## config.mk

```make
export PLATFORM = sky130hd
export DESIGN_NAME = sqrt_operand_sequencer
export DESIGN_NICKNAME = d
export VERILOG_FILES = /design/src/rtl/sqrt_operand_sequencer.sv
export SDC_FILE = /design/constraint.sdc
export NUM_CORES = 1
export LEC_CHECK = 0
export ABC_AREA = 1
export CAP_MARGIN = 20
export CORE_UTILIZATION = 38
export DETAILED_ROUTE_END_ITERATION = 12
export GPL_TIMING_DRIVEN = 0
export HOLD_SLACK_MARGIN = 0.08
export PLACE_DENSITY = 0.75
export SYNTH_ARGS = -nofsm -noshare
export SYNTH_HDL_FRONTEND = slang
export SYNTH_SLANG_ARGS = --single-unit
export TNS_END_PERCENT = 50
```

## constraint.sdc

```tcl
create_clock -name CLK -period 1.49 [get_ports CLK]
set_clock_uncertainty 0.05 [all_clocks]
set_input_delay 0.298 -clock CLK [delete_from_list [all_inputs] [get_ports CLK]]
set_output_delay 0.298 -clock CLK [all_outputs]
set_load 0.05 [all_outputs]
```

## src/rtl/sqrt_operand_sequencer.sv

```systemverilog
// -----------------------------------------------------------------------------
// sqrt_operand_sequencer
//
// Front end for an iterative IEEE754 single-precision square-root core.
// Operands are accepted one at a time. Special operands (NaN, negatives, zeros,
// +inf, denormals) are answered here without touching the core. Normal operands
// restart the core with a CLR_CYCLES-long active-low pulse on core_RST, then
// wait for the core's done level and hold the result for the consumer.
//
// Optional feature: define SQRT_WATCHDOG_EN to add an 8-bit RUN watchdog. When
// it expires, the block returns a quiet NaN with the timeout flag set. Without
// the macro there is no watchdog logic, RUN waits forever, and out_flags[0] is
// tied to 0.
//
// Handshake semantics (both sides): a transfer happens on a rising CLK edge
// where valid and ready are both high. A producer holds valid and its data
// until that transfer. in_ready is high only in IDLE. out_valid is high only
// in HOLD, where out_data/out_flags are frozen until the transfer. out_ready
// seen without out_valid does nothing.
//
// Parameters:
//   CLR_CYCLES  cycles core_RST is held low before each core run (>= 1)
//   TIMEOUT     watchdog limit in RUN cycles (1..255, used with SQRT_WATCHDOG_EN)
//
// Ports:
//   CLK, RST        clock, asynchronous active-low reset
//   in_valid/in_ready/in_data     operand input handshake
//   core_A, core_RST              operand and active-low restart to the core
//   core_result, core_overflow, core_underflow, core_enable   core outputs
//   out_valid/out_ready/out_data  result output handshake
//   out_flags       {invalid, overflow, underflow, timeout}
//   fsm_state       debug view of the sequencer state
// -----------------------------------------------------------------------------
module sqrt_operand_sequencer #(
    parameter int CLR_CYCLES = 2,
    parameter int TIMEOUT    = 255
) (
    input  logic        CLK,
    input  logic        RST,
    input  logic        in_valid,
    output logic        in_ready,
    input  logic [31:0] in_data,
    output logic [31:0] core_A,
    output logic        core_RST,
    input  logic [31:0] core_result,
    input  logic        core_overflow,
    input  logic        core_underflow,
    input  logic        core_enable,
    output logic        out_valid,
    input  logic        out_ready,
    output logic [31:0] out_data,
    output logic [3:0]  out_flags,
    output logic [2:0]  fsm_state
);

    localparam logic [31:0] QNAN    = 32'h7FC0_0000;
    localparam logic [31:0] POS_INF = 32'h7F80_0000;
    localparam int          CLR_W   = (CLR_CYCLES > 1) ? $clog2(CLR_CYCLES) : 1;

    // Elaboration-time guard on parameter ranges.
    if (CLR_CYCLES < 1 || TIMEOUT < 1 || TIMEOUT > 255) begin : g_bad_params
        $error("sqrt_operand_sequencer: CLR_CYCLES must be >= 1 and TIMEOUT in 1..255");
    end

    typedef enum logic [2:0] {
        IDLE   = 3'd0,
        BYPASS = 3'd1,
        CLEAR  = 3'd2,
        RUN    = 3'd3,
        HOLD   = 3'd4
    } state_t;

    state_t             state;
    logic [CLR_W-1:0]   clr_cnt;
    logic [3:1]         flag_q;      // {invalid, overflow, underflow}

    // ------------------------------------------------------------------
    // Operand classification (combinational, used on the accepting edge)
    // ------------------------------------------------------------------
    logic [7:0]  op_exp;
    logic [22:0] op_frac;
    logic        op_sign;
    logic        cls_special;
    logic [31:0] cls_data;
    logic [3:1]  cls_flags;

    assign op_sign = in_data[31];
    assign op_exp  = in_data[30:23];
    assign op_frac = in_data[22:0];

    // Priority order matters: NaN first, then any negative nonzero value
    // (so -inf and negative denormals are invalid), then zeros, +inf and
    // positive denormals.
    always_comb begin
        cls_special = 1'b1;
        cls_data    = 32'h0;
        cls_flags   = 3'b000;
        if (op_exp == 8'hFF && op_frac != 23'd0) begin
            cls_data  = QNAN;
            cls_flags = 3'b100;
        end else if (op_sign && (op_exp != 8'd0 || op_frac != 23'd0)) begin
            cls_data  = QNAN;
            cls_flags = 3'b100;
        end else if (op_exp == 8'd0 && op_frac == 23'd0) begin
            cls_data  = in_data;
        end else if (op_exp == 8'hFF) begin
            cls_data  = POS_INF;
        end else if (op_exp == 8'd0) begin
            cls_data  = {op_sign, 31'd0};
            cls_flags = 3'b001;
        end else begin
            cls_special = 1'b0;
        end
    end

`ifdef SQRT_WATCHDOG_EN
    localparam logic [7:0] TIMEOUT_CNT = TIMEOUT[7:0];
    logic [7:0] wd_cnt;
    logic       timeout_q;
    assign out_flags = {flag_q, timeout_q};
`else
    assign out_flags = {flag_q, 1'b0};
`endif

    assign fsm_state = state;

    // ------------------------------------------------------------------
    // Sequencer FSM with registered outputs
    // ------------------------------------------------------------------
    always_ff @(posedge CLK or negedge RST) begin
        if (!RST) begin
            state     <= IDLE;
            in_ready  <= 1'b0;
            out_valid <= 1'b0;
            out_data  <= 32'h0;
            flag_q    <= 3'b000;
            core_A    <= 32'h0;
            core_RST  <= 1'b0;
            clr_cnt   <= '0;
`ifdef SQRT_WATCHDOG_EN
            wd_cnt    <= 8'd0;
            timeout_q <= 1'b0;
`endif
        end else begin
            case (state)
                IDLE: begin
                    in_ready <= 1'b1;
                    core_RST <= 1'b1;
                    if (in_valid && in_ready) begin
                        core_A   <= in_data;
                        in_ready <= 1'b0;
`ifdef SQRT_WATCHDOG_EN
                        timeout_q <= 1'b0;
`endif
                        if (cls_special) begin
                            out_data <= cls_data;
                            flag_q   <= cls_flags;
                            state    <= BYPASS;
                        end else begin
                            // core_RST drops on this edge; the down-counter
                            // makes the low pulse exactly CLR_CYCLES long.
                            core_RST <= 1'b0;
                            clr_cnt  <= CLR_W'(CLR_CYCLES - 1);
                            state    <= CLEAR;
                        end
                    end
                end

                BYPASS: begin
                    out_valid <= 1'b1;
                    state     <= HOLD;
                end

                CLEAR: begin
                    if (clr_cnt == '0) begin
                        core_RST <= 1'b1;
                        state    <= RUN;
`ifdef SQRT_WATCHDOG_EN
                        wd_cnt   <= 8'd0;
`endif
                    end else begin
                        clr_cnt <= clr_cnt - CLR_W'(1);
                    end
                end

                RUN: begin
                    // A done level left over from an earlier run cannot reach
                    // here: CLEAR has just reset the core.
                    if (core_enable) begin
                        out_data  <= core_result;
                        flag_q    <= {1'b0, core_overflow, core_underflow};
                        out_valid <= 1'b1;
                        state     <= HOLD;
                    end
`ifdef SQRT_WATCHDOG_EN
                    else if (wd_cnt == TIMEOUT_CNT) begin
                        out_data  <= QNAN;
                        flag_q    <= 3'b000;
                        timeout_q <= 1'b1;
                        out_valid <= 1'b1;
                        state     <= HOLD;
                    end else begin
                        wd_cnt <= wd_cnt + 8'd1;
                    end
`endif
                end

                HOLD: begin
                    if (out_ready) begin
                        out_valid <= 1'b0;
                        in_ready  <= 1'b1;
                        state     <= IDLE;
                    end
                end

                default: begin
                    state     <= IDLE;
                    in_ready  <= 1'b0;
                    out_valid <= 1'b0;
                end
            endcase
        end
    end

endmodule

```

==> flow_metrics.py, run 1 <==
metrics = {
    "power_and_ir_drop": {
        "power.total_w": 0.0114,
        "switching_share_pct": 48.8,
        "p_seq_share_pct": 28.1,
        "ir_worst_vdd_mv": 1.22,
        "power_density_nw_per_um2": 2070,
        "p_sw_w": 0.00558,
        "p_clk_share_pct": 15.1,
        "pwr-share-comb_pct": 56.8,
        "p_int_w": 0.00586,
        "leakage_nw": 2.62,
    },
    "critical_path": {
        "endpoint_kind": "flip-flop",
        "r2r-end": "out_data[21]$_DFFE_PN0P_",
        "cp_max_fo": 10,
        "start_kind": "flip-flop",
        "rrSetupSlack_ns": -0.15,
        "reg2reg_from": "fsm_state[0]$_DFFE_PN0P_",
        "critical_path_class": "reg2reg",
        "rr_worst_depth": 9,
        "arrival_ns": 1.85,
        "worstPathRequired_ns": 1.71,
    },
    "sta": {
        "slew_viol_final": 0,
        "rsz0062_at_grt": "true",
        "fmaxAchievable_mhz": 612,
        "setup_viol": 35,
        "hold_viol_final": 0,
        "fin_tns_setup_ns": -2.98,
        "min_period_over_period_pct": 110,
        "layout_min_cycle_time_ns": 1.64,
        "setup_slack_ns": -0.145,
    },
    "logic_synthesis": {
        "synth_edf_count": 0,
        "synth_nets": 493,
        "syn_inst": 422,
        "ys_seq_area_share_pct": 56.2,
        "ys.flop_type": "dfrtp_1",
        "ys_ff_latch": 74,
        "async_flop_share_pct": 100,
        "synth_cell_types": 24,
        "yosysWarnings": 0,
        "syn_area_um2": 3300,
        "avgSynthCellArea_um2": 7.81,
    },
    "grt": {
        "grt_first_pass_wirelength_um": 14800,
        "overflow": 0,
        "grt_pass1_vias": 3166,
        "grt_max_degree": 48,
        "antenna_found_initial": 0,
        "grtUsageTotal_pct": 21.3,
    },
    "route": {
        "antenna_left": 0,
        "first_pass_iters": 4,
        "wl_per_cell_um": 13.9,
        "drc": 0,
        "via_count": 3378,
        "drtIter0Drc": 79,
        "viasPerCell": 4.83,
        "wl_um": 9690,
    },
    "cells_and_area": {
        "nFillCells": 691,
        "multi_input_area_um2": 1370,
        "synthToLayoutAreaGrowth_pct": 67.3,
        "seqCellArea_um2": 1860,
        "drive_above_1_share_pct": 28.3,
        "n_antenna_cell": 0,
        "fin_nets": 660,
        "mostFrequentLayoutCells": "nand2_1, dfrtp_1, clkdlybuf4s50_1",
        "mostFrequentLayoutCell": "nand2_1",
    },
    "die": {
        "start_util_pct": 39.7,
        "core_um2": 8300,
        "io_pins": 145,
        "fp.dieW_um": 95.1,
        "die_h_um": 95.1,
        "dieArea_um2": 9050,
        "rows": 33,
    },
    "clocking": {
        "cts_tree": "yes",
        "clk_pin_slew_ns": 0.08,
        "cts_max_level": 3,
        "cts-root-buf": "clkbuf_8",
        "ctsLongestPathBuffers": 2,
        "cts-buffers-inserted": 9,
        "clock_latency_ns": 0.35,
        "cts_sinks": 74,
    },
    "placed_design": {
        "port_buffers": 143,
        "gp_congestion": 0.823,
        "dp_hpwl_um": 6840,
    },
    "outcome": {
        "failed_checks": "setup timing",
        "status": "complete, but fails checks",
    },
    "worst_hold_path": {
        "hp-class": "in2async",
    },
    "job": {
        "cap_violations": 0,
    },
}
worst max-delay path: stages, from the launching register on:
cell	delay (ns)
dfrtp_2	0.45
inv_2	0.09
nand2_4	0.07
nor2_4	0.13
nand4_1	0.14
buf_6	0.16
nand3_4	0.11
buf_4	0.20
nand2_1	0.06
o21ai_1	0.09
through the flow:
| step | hold WS, ns | worst slack (ns) | cells | utilization (%) | instance area (um2) |
|---|---|---|---|---|---|
| global route | 0.391 | -0.246 | 699 | 66.4 | 5510 |
| finish | 0.354 | -0.145 | 699 | 66.4 | 5510 |
| global placement | 0.411 | -2.82 | 670 | 59.0 | 4900 |
| detailed placement | 0.194 | -0.580 | 671 | 59.3 | 4920 |
| CTS | 0.350 | -0.101 | 688 | 63.4 | 5260 |
| floorplan | -0.0476 | -0.0625 | 422 | - | 3340 |
flip-flops by register name (all words and copies together) (netlist names):
name / flops
out_data: 32
clr_cnt: 1
core_RST: 1
flag_q: 3
in_ready: 1
out_valid: 1
core_A: 32
fsm_state: 3
routing by layer:
metal / track usage [%] / wire [um] / vias up
met4: 7.58 / 125 / 0
met3: 8.05 / 1150 / 12
li1: - / - / 1639
met2: 34.8 / 4600 / 148
met1: 25.6 / 3810 / 1579
met5: 0 / 0 / -
power groups by stage:
| stage | Clock, W | Sequential, W | Combinational (W) |
|---|---|---|---|
| floorplan | 0 | 0.00574 | 0.00155 |
| global placement | 0 | 0.00319 | 0.00619 |
| detailed placement | 0 | 0.00321 | 0.00627 |
| CTS | 0.00176 | 0.00320 | 0.00609 |
| global route | 0.00184 | 0.00331 | 0.00692 |
| finish | 0.00172 | 0.00322 | 0.00650 |
worst max path at each step:
| stage | startpoint | endpoint | cells past startpoint |
|---|---|---|---|
| floorplan | fsm_state[2]$_DFFE_PN0P_ | flag_q[3]$_DFFE_PN0P_ | 9 |
| global placement | RST | in_ready$_DFFE_PN0P_ | 1 |
| detailed placement | in_data[14] | out_data[25]$_DFFE_PN0P_ | 11 |
| CTS | fsm_state[0]$_DFFE_PN0P_ | out_data[25]$_DFFE_PN0P_ | 10 |
| global route | fsm_state[0]$_DFFE_PN0P_ | out_data[21]$_DFFE_PN0P_ | 9 |
| finish | fsm_state[0]$_DFFE_PN0P_ | out_data[21]$_DFFE_PN0P_ | 9 |
layout make-up:
type	instances	area share [%]
flip-flops and latches	74	33.7
inverters	41	2.88
repair buffers	155	29.3
well taps	105	2.38
clock inverters	1	0.545
clock buffers	15	3.56
plain buffers	17	2.79
multi-input cells	291	24.8
cells in the mapped netlist, drive strengths merged (3+ instances only):
master | instances | area share (%)
buf | 11 | 1.9
clkbuf | 6 | 0.68
dfrtp | 74 | 56
inv | 41 | 4.7
nand2 | 191 | 22
nand3 | 9 | 1.5
nand4 | 4 | 0.76
nor2 | 29 | 3.6
nor3 | 3 | 0.46
o21ai | 49 | 7.4
timing repair:
item	in CTS	in global routing
hold buffers	1	0
gates cloned	0	3
buffers inserted	0	8
pin swaps	0	10
setup endpoints to repair	130	73
endpoints found under the hold margin	27	0
resized for setup	232	88
cell families (layout without fill, tap and decap cells):
group                  Yosys count  count (layout)  share of synthesized area, %
DFF                             74              74                          56.2
AOI/OAI and AO/OA               52              52                          8.05
other                            1               1                         0.114
buffers and inverters           58             229                          7.21
and+or+nand+nor                237             238                          28.4
(Power assumes the default switching activity.)
==> inputs of run 2 (changes only) <==
--- a/config.mk
+++ b/config.mk
@@ -12,7 +12,8 @@
 export GPL_TIMING_DRIVEN = 0
 export HOLD_SLACK_MARGIN = 0.08
 export PLACE_DENSITY = 0.75
+export RECOVER_POWER = 25
 export SYNTH_ARGS = -nofsm -noshare
 export SYNTH_HDL_FRONTEND = slang
 export SYNTH_SLANG_ARGS = --single-unit
-export TNS_END_PERCENT = 50
+export TNS_END_PERCENT = 30
==> run 2 against run 1 <==
  * The flow still finishes with violations (setup timing)
  * Routed wire length shrank 5.7%
  * Clock-buffer cell count is 5 lower
  * Critical path depth rose by 1
  * Via count fell by 4.3%
  * Clock power decreased by 10%
  * Core utilization decreased by 3.5 points
  * Power fell by 5.5%
  * Non-clock buffer count fell by 8
  * Global-route usage is 0.46 points lower
  * Design area fell by 5.2%
  * First-iteration DRC count up 16%
  * Largest power group unchanged
==> flow_metrics.py, run 2 (synthesis gave the netlist of run 1 again) <==
metrics = {
    "power_and_ir_drop": {
        "power.total_w": 0.0108,
        "power_density_nw_per_um2": 2070,
        "leakage_nw": 2.49,
        "switching_share_pct": 50.3,
        "p_clk_share_pct": 14.2,
        "pwr-share-comb_pct": 56.1,
        "p_int_w": 0.00537,
        "p_sw_w": 0.00543,
        "ir_worst_vdd_mv": 1.28,
        "p_seq_share_pct": 29.6,
    },
    "cells_and_area": {
        "top_regs": "core_A (32), out_data (32)",
        "n_antenna_cell": 0,
        "drive_above_1_share_pct": 21.9,
        "synthToLayoutAreaGrowth_pct": 58.6,
        "finish.utilization_pct": 63.0,
        "nFillCells": 734,
        "mostFrequentLayoutCells": "nand2_1, dfrtp_1, clkdlybuf4s50_1",
        "fin_nets": 651,
        "design_area_um2": 5230,
        "mostFrequentLayoutCell": "nand2_1",
    },
    "route": {
        "first_pass_iters": 4,
        "wl_met3_um": 1080,
        "drtIter0Drc": 92,
        "routed.top_layer": "met4",
        "via_count": 3233,
        "met1_length_um": 3890,
        "antenna_left": 0,
        "met2_length_um": 4050,
        "drc": 0,
        "wl_per_cell_um": 13.2,
        "viasPerCell": 4.69,
        "wl_um": 9140,
    },
    "job": {
        "cap_violations": 0,
    },
    "sta": {
        "hold_viol_final": 0,
        "setup_slack_ns": -0.131,
        "min_period_over_period_pct": 109,
        "maxSlewHeadroom_pct": 44.0,
        "setup_viol": 36,
        "tightest_slew_ns": 0.840,
        "layout_min_cycle_time_ns": 1.62,
        "rsz0062_at_grt": "true",
        "slew_viol_final": 0,
        "fmaxAchievable_mhz": 617,
        "fin_tns_setup_ns": -3.51,
    },
    "grt": {
        "overflow": 0,
        "grt_max_degree": 44,
        "grtUsageTotal_pct": 20.9,
        "grt_pass1_vias": 3101,
        "antenna_found_initial": 0,
        "grt_first_pass_wirelength_um": 14400,
    },
    "critical_path": {
        "start_kind": "flip-flop",
        "worstPathRequired_ns": 1.72,
        "cp_max_fo": 10,
        "endpoint_kind": "flip-flop",
        "critical_path_class": "reg2reg",
        "arrival_ns": 1.85,
    },
    "clocking": {
        "cts_max_level": 3,
        "cts-root-buf": "clkbuf_8",
        "clock_latency_ns": 0.35,
        "cts-buffers-inserted": 9,
        "clk_pin_slew_ns": 0.08,
        "ctsLongestPathBuffers": 2,
        "cts_tree": "yes",
        "cts_sinks": 74,
    },
    "die": {
        "fp.dieW_um": 95.1,
        "io_pins": 145,
        "start_util_pct": 39.7,
        "core_um2": 8300,
        "die_h_um": 95.1,
        "rows": 33,
        "dieArea_um2": 9050,
    },
    "placed_design": {
        "port_buffers": 143,
        "gp_congestion": 0.801,
        "dp_hpwl_um": 6830,
        "placed_area_um2": 4910,
        "post-place-ws_ns": -0.556,
    },
    "outcome": {
        "status": "complete, but fails checks",
        "failed_checks": "setup timing",
    },
    "worst_hold_path": {
        "hp-class": "reg2reg",
    },
}
[run 2: cell type report]
class	instances	area [um2]	share of cell area, %
flip-flops and latches	74	1860	35.5
repair buffers	147	1530	29.3
multi-input cells	290	1240	23.8
inverters	41	156	2.99
well taps	105	131	2.51
clock buffers	10	128	2.44
plain buffers	17	113	2.15
clock inverters	6	66.3	1.27
[run 2: through the flow]
stage	hold WS, ns	std cells
floorplan	-0.0476	422
global placement	0.411	670
detailed placement	0.218	671
CTS	0.381	688
global route	0.451	690
finish	0.431	690
[run 2: worst max-delay path, stage by stage, from the launching register on]
cell	delay, ns
dfrtp_2	0.41
inv_2	0.09
nand2_1	0.11
nor2_4	0.19
inv_2	0.08
nand2_2	0.09
nand3_4	0.14
buf_6	0.18
nor2_1	0.09
nand2_1	0.06
nand2_1	0.06
[run 2: power groups by stage]
stage	combinational (W)	sequential [W]	clock [W]
2_1_floorplan	0.00154	0.00574	0
3_3_place_gp	0.00617	0.00320	0
3_5_place_dp	0.00625	0.00322	0
4_1_cts	0.00606	0.00321	0.00158
5_1_grt	0.00649	0.00329	0.00167
6_report	0.00606	0.00320	0.00154
[run 2: layer usage]
layer | global-route usage (%) | up-vias
met4 | 7.58 | 0
met2 | 34.6 | 137
li1 | - | 1614
met3 | 7.81 | 9
met5 | 0 | -
met1 | 24.6 | 1473
[run 2: worst paths after layout]
path | end | slack, ns | depth (start not counted) | startpoint
max | out_data[30]$_DFFE_PN0P_ | -0.13 | 10 | fsm_state[2]$_DFFE_PN0P_
min | out_data[31]$_DFFE_PN0P_ | 0.43 | 2 | out_data[31]$_DFFE_PN0P_
max reg2reg | out_data[30]$_DFFE_PN0P_ | -0.13 | 10 | fsm_state[2]$_DFFE_PN0P_
min reg2reg | out_data[31]$_DFFE_PN0P_ | 0.43 | 2 | out_data[31]$_DFFE_PN0P_
max in group asynchronous | in_ready$_DFFE_PN0P_ | 0.12 | 3 | RST
min in group asynchronous | out_data[13]$_DFFE_PN0P_ | 0.55 | 2 | RST
[run 2: what timing repair did]
item                                   4_1_cts  5_1_grt
cloned                                       0        0
endpoints found under the hold margin       31        0
setup endpoints to repair                  137       76
hold buffers                                 1        0
pin swaps                                    0        1
resized for setup                          231       26
setup buffers                                0        2
==> inputs of run 3 (changes only) <==
--- a/config.mk
+++ b/config.mk
@@ -7,6 +7,7 @@
 export LEC_CHECK = 0
 export ABC_AREA = 1
 export CAP_MARGIN = 20
+export CORE_MARGIN = 5
 export CORE_UTILIZATION = 38
 export DETAILED_ROUTE_END_ITERATION = 12
 export GPL_TIMING_DRIVEN = 0
==> run 3 against run 2 <==
  * The run still ends with setup timing left
  * Fmax is 2.3% lower
  * First-iteration DRC count fell by 14%
  * Non-clock buffer count is 7 higher
  * Die area increased by 18%
  * Sequential share of layout area fell by 1.0 points
  * Clock-buffer cell count is 2 higher
  * Worst hold slack got worse by 0.20 ns
  * Setup slack got worse by 0.039 ns
  * Cell count up 1.4%
  * Global-route usage fell by 2.1 points
  * Clock power shrank 13%
==> flow_metrics.py, run 3 (synthesis gave the netlist of run 1 again) <==
metrics = {
    "die": {
        "fp.dieW_um": 103,
        "rows": 34,
        "start_util_pct": 38.4,
        "die_h_um": 103,
        "core_um2": 8590,
        "dieArea_um2": 10600,
        "io_pins": 145,
    },
    "cells_and_area": {
        "fin_nets": 659,
        "drive_above_1_share_pct": 24.2,
        "nFillCells": 726,
        "n_antenna_cell": 0,
        "synthToLayoutAreaGrowth_pct": 63.4,
        "top_regs": "core_A (32), out_data (32)",
        "finish.utilization_pct": 62.7,
        "multi_input_area_um2": 1290,
        "mostFrequentLayoutCell": "nand2_1",
        "seqCellArea_um2": 1860,
        "mostFrequentLayoutCells": "nand2_1, dfrtp_1, clkdlybuf4s15_2",
    },
    "route": {
        "antenna_left": 0,
        "via_count": 3305,
        "viasPerCell": 4.72,
        "wl_um": 10100,
        "first_pass_iters": 4,
        "drtIter0Drc": 79,
        "drc": 0,
        "wl_per_cell_um": 14.4,
    },
    "grt": {
        "grt_first_pass_wirelength_um": 15500,
        "antenna_found_initial": 0,
        "grtUsageTotal_pct": 18.7,
        "grt_pass1_vias": 3266,
        "overflow": 0,
        "grt_max_degree": 73,
    },
    "sta": {
        "tightest_slew_ns": 0.645,
        "slew_viol_final": 0,
        "hold_viol_final": 0,
        "setup_slack_ns": -0.170,
        "setup_viol": 39,
        "layout_min_cycle_time_ns": 1.66,
        "maxSlewHeadroom_pct": 57.0,
        "fmaxAchievable_mhz": 602,
        "rsz0062_at_grt": "true",
        "min_period_over_period_pct": 111,
    },
    "power_and_ir_drop": {
        "p_seq_share_pct": 29.1,
        "p_sw_w": 0.00553,
        "leakage_nw": 2.56,
        "p_int_w": 0.00546,
        "pwr-share-comb_pct": 58.7,
        "switching_share_pct": 50.3,
        "p_clk_share_pct": 12.2,
        "power_density_nw_per_um2": 2040,
        "ir_worst_vdd_mv": 1.04,
    },
    "critical_path": {
        "critical_path_class": "reg2reg",
        "crit_buf_inv": 2,
        "cp_top_family": "simple AND/OR/NAND/NOR gates",
        "crit_chain": "inv_4 -> nand2_4 -> nor2_4 -> nand4_1 -> nand3_4 -> clkbuf_16 -> nor2_4 -> nand2_1 -> nand2_1",
        "cp_slowest_cell": "dfrtp_2",
        "critPathMaxStageDelay_ns": 0.43,
        "worstPathRequired_ns": 1.67,
        "endpoint_kind": "flip-flop",
        "start_kind": "flip-flop",
        "cp_max_fo": 5,
        "arrival_ns": 1.84,
    },
    "placed_design": {
        "gp_congestion": 0.896,
        "dp_hpwl_um": 7430,
        "post-place-ws_ns": -0.654,
        "port_buffers": 143,
    },
    "job": {
        "cap_violations": 0,
    },
    "worst_hold_path": {
        "hp-class": "in2reg",
    },
    "clocking": {
        "cts_max_level": 3,
        "clk_pin_slew_ns": 0.08,
        "ctsLongestPathBuffers": 2,
        "cts-buffers-inserted": 9,
        "cts_tree": "yes",
        "cts_sinks": 74,
        "cts-root-buf": "clkbuf_8",
        "clock_latency_ns": 0.35,
    },
    "outcome": {
        "status": "complete, but fails checks",
        "failed_checks": "setup timing",
    },
}
run 3: routing by layer:
metal	part of all wire [%]	global-route usage, %	routed length [um]
met2	45	30.4	4570
met3	11	6.97	1110
met4	1.4	6.27	137
met1	42	23.1	4250
met5	0	0	0
run 3: layout make-up:
cell class | instances | share of cell area, %
Sequential cell | 74 | 34.5
Timing Repair Buffer | 154 | 30.3
Multi-Input combinational cell | 291 | 23.9
Inverter | 41 | 3.04
Buffer | 17 | 2.74
Clock buffer | 12 | 2.70
Tap cell | 108 | 2.51
Clock inverter | 3 | 0.325
run 3: power by group through the flow:
stage / clock network (W) / registers (W) / logic (W)
finish: 0.00134 / 0.00320 / 0.00644
floorplan: 0 / 0.00574 / 0.00154
global route: 0.00148 / 0.00328 / 0.00689
global placement: 0 / 0.00320 / 0.00621
CTS: 0.00137 / 0.00320 / 0.00612
detailed placement: 0 / 0.00322 / 0.00630
run 3: per-stage QoR:
stage               instances  power, W  TNS (ns)  hold WS, ns  area [um2]
floorplan                 422   0.00727     -2.11      -0.0476        3330
global placement          673   0.00941   -211.02        0.411        4890
detailed placement        674   0.00952    -29.38       0.0543        4920
CTS                       690    0.0107     -3.50        0.220        5190
global route              700    0.0116     -7.36        0.238        5390
finish                    700    0.0110     -4.40        0.232        5390
run 3: path summary, 6_finish.rpt:
kind	from	cells after the start	to	slack [ns]
worst max-delay path	fsm_state[2]$_DFFE_PN0P_	9	out_data[30]$_DFFE_PN0P_	-0.17
worst min-delay path	in_data[23]	3	core_A[23]$_DFFE_PN0P_	0.23
worst max register to register	fsm_state[2]$_DFFE_PN0P_	9	out_data[30]$_DFFE_PN0P_	-0.17
worst min register to register	core_A[3]$_DFFE_PN0P_	2	core_A[3]$_DFFE_PN0P_	0.43
max in group asynchronous	RST	3	fsm_state[1]$_DFFE_PN0P_	0.25
min in group asynchronous	RST	2	out_data[4]$_DFFE_PN0P_	0.24
run 3: worst reg2reg max path, stage by stage (launching register included):
cell and delay (ns):
dfrtp_2 0.43, inv_4 0.08, nand2_4 0.07, nor2_4 0.15, nand4_1 0.22, nand3_4 0.24
clkbuf_16 0.18, nor2_4 0.03, nand2_1 0.06, nand2_1 0.05
run 3: repair_timing:
item | CTS | global route
cloned | 0 | 2
pin swaps | 0 | 9
hold endpoints to repair | 74 | 0
hold buffers | 1 | 0
endpoints found under the setup margin | 134 | 72
buffers inserted | 0 | 8
gates resized for setup | 229 | 61
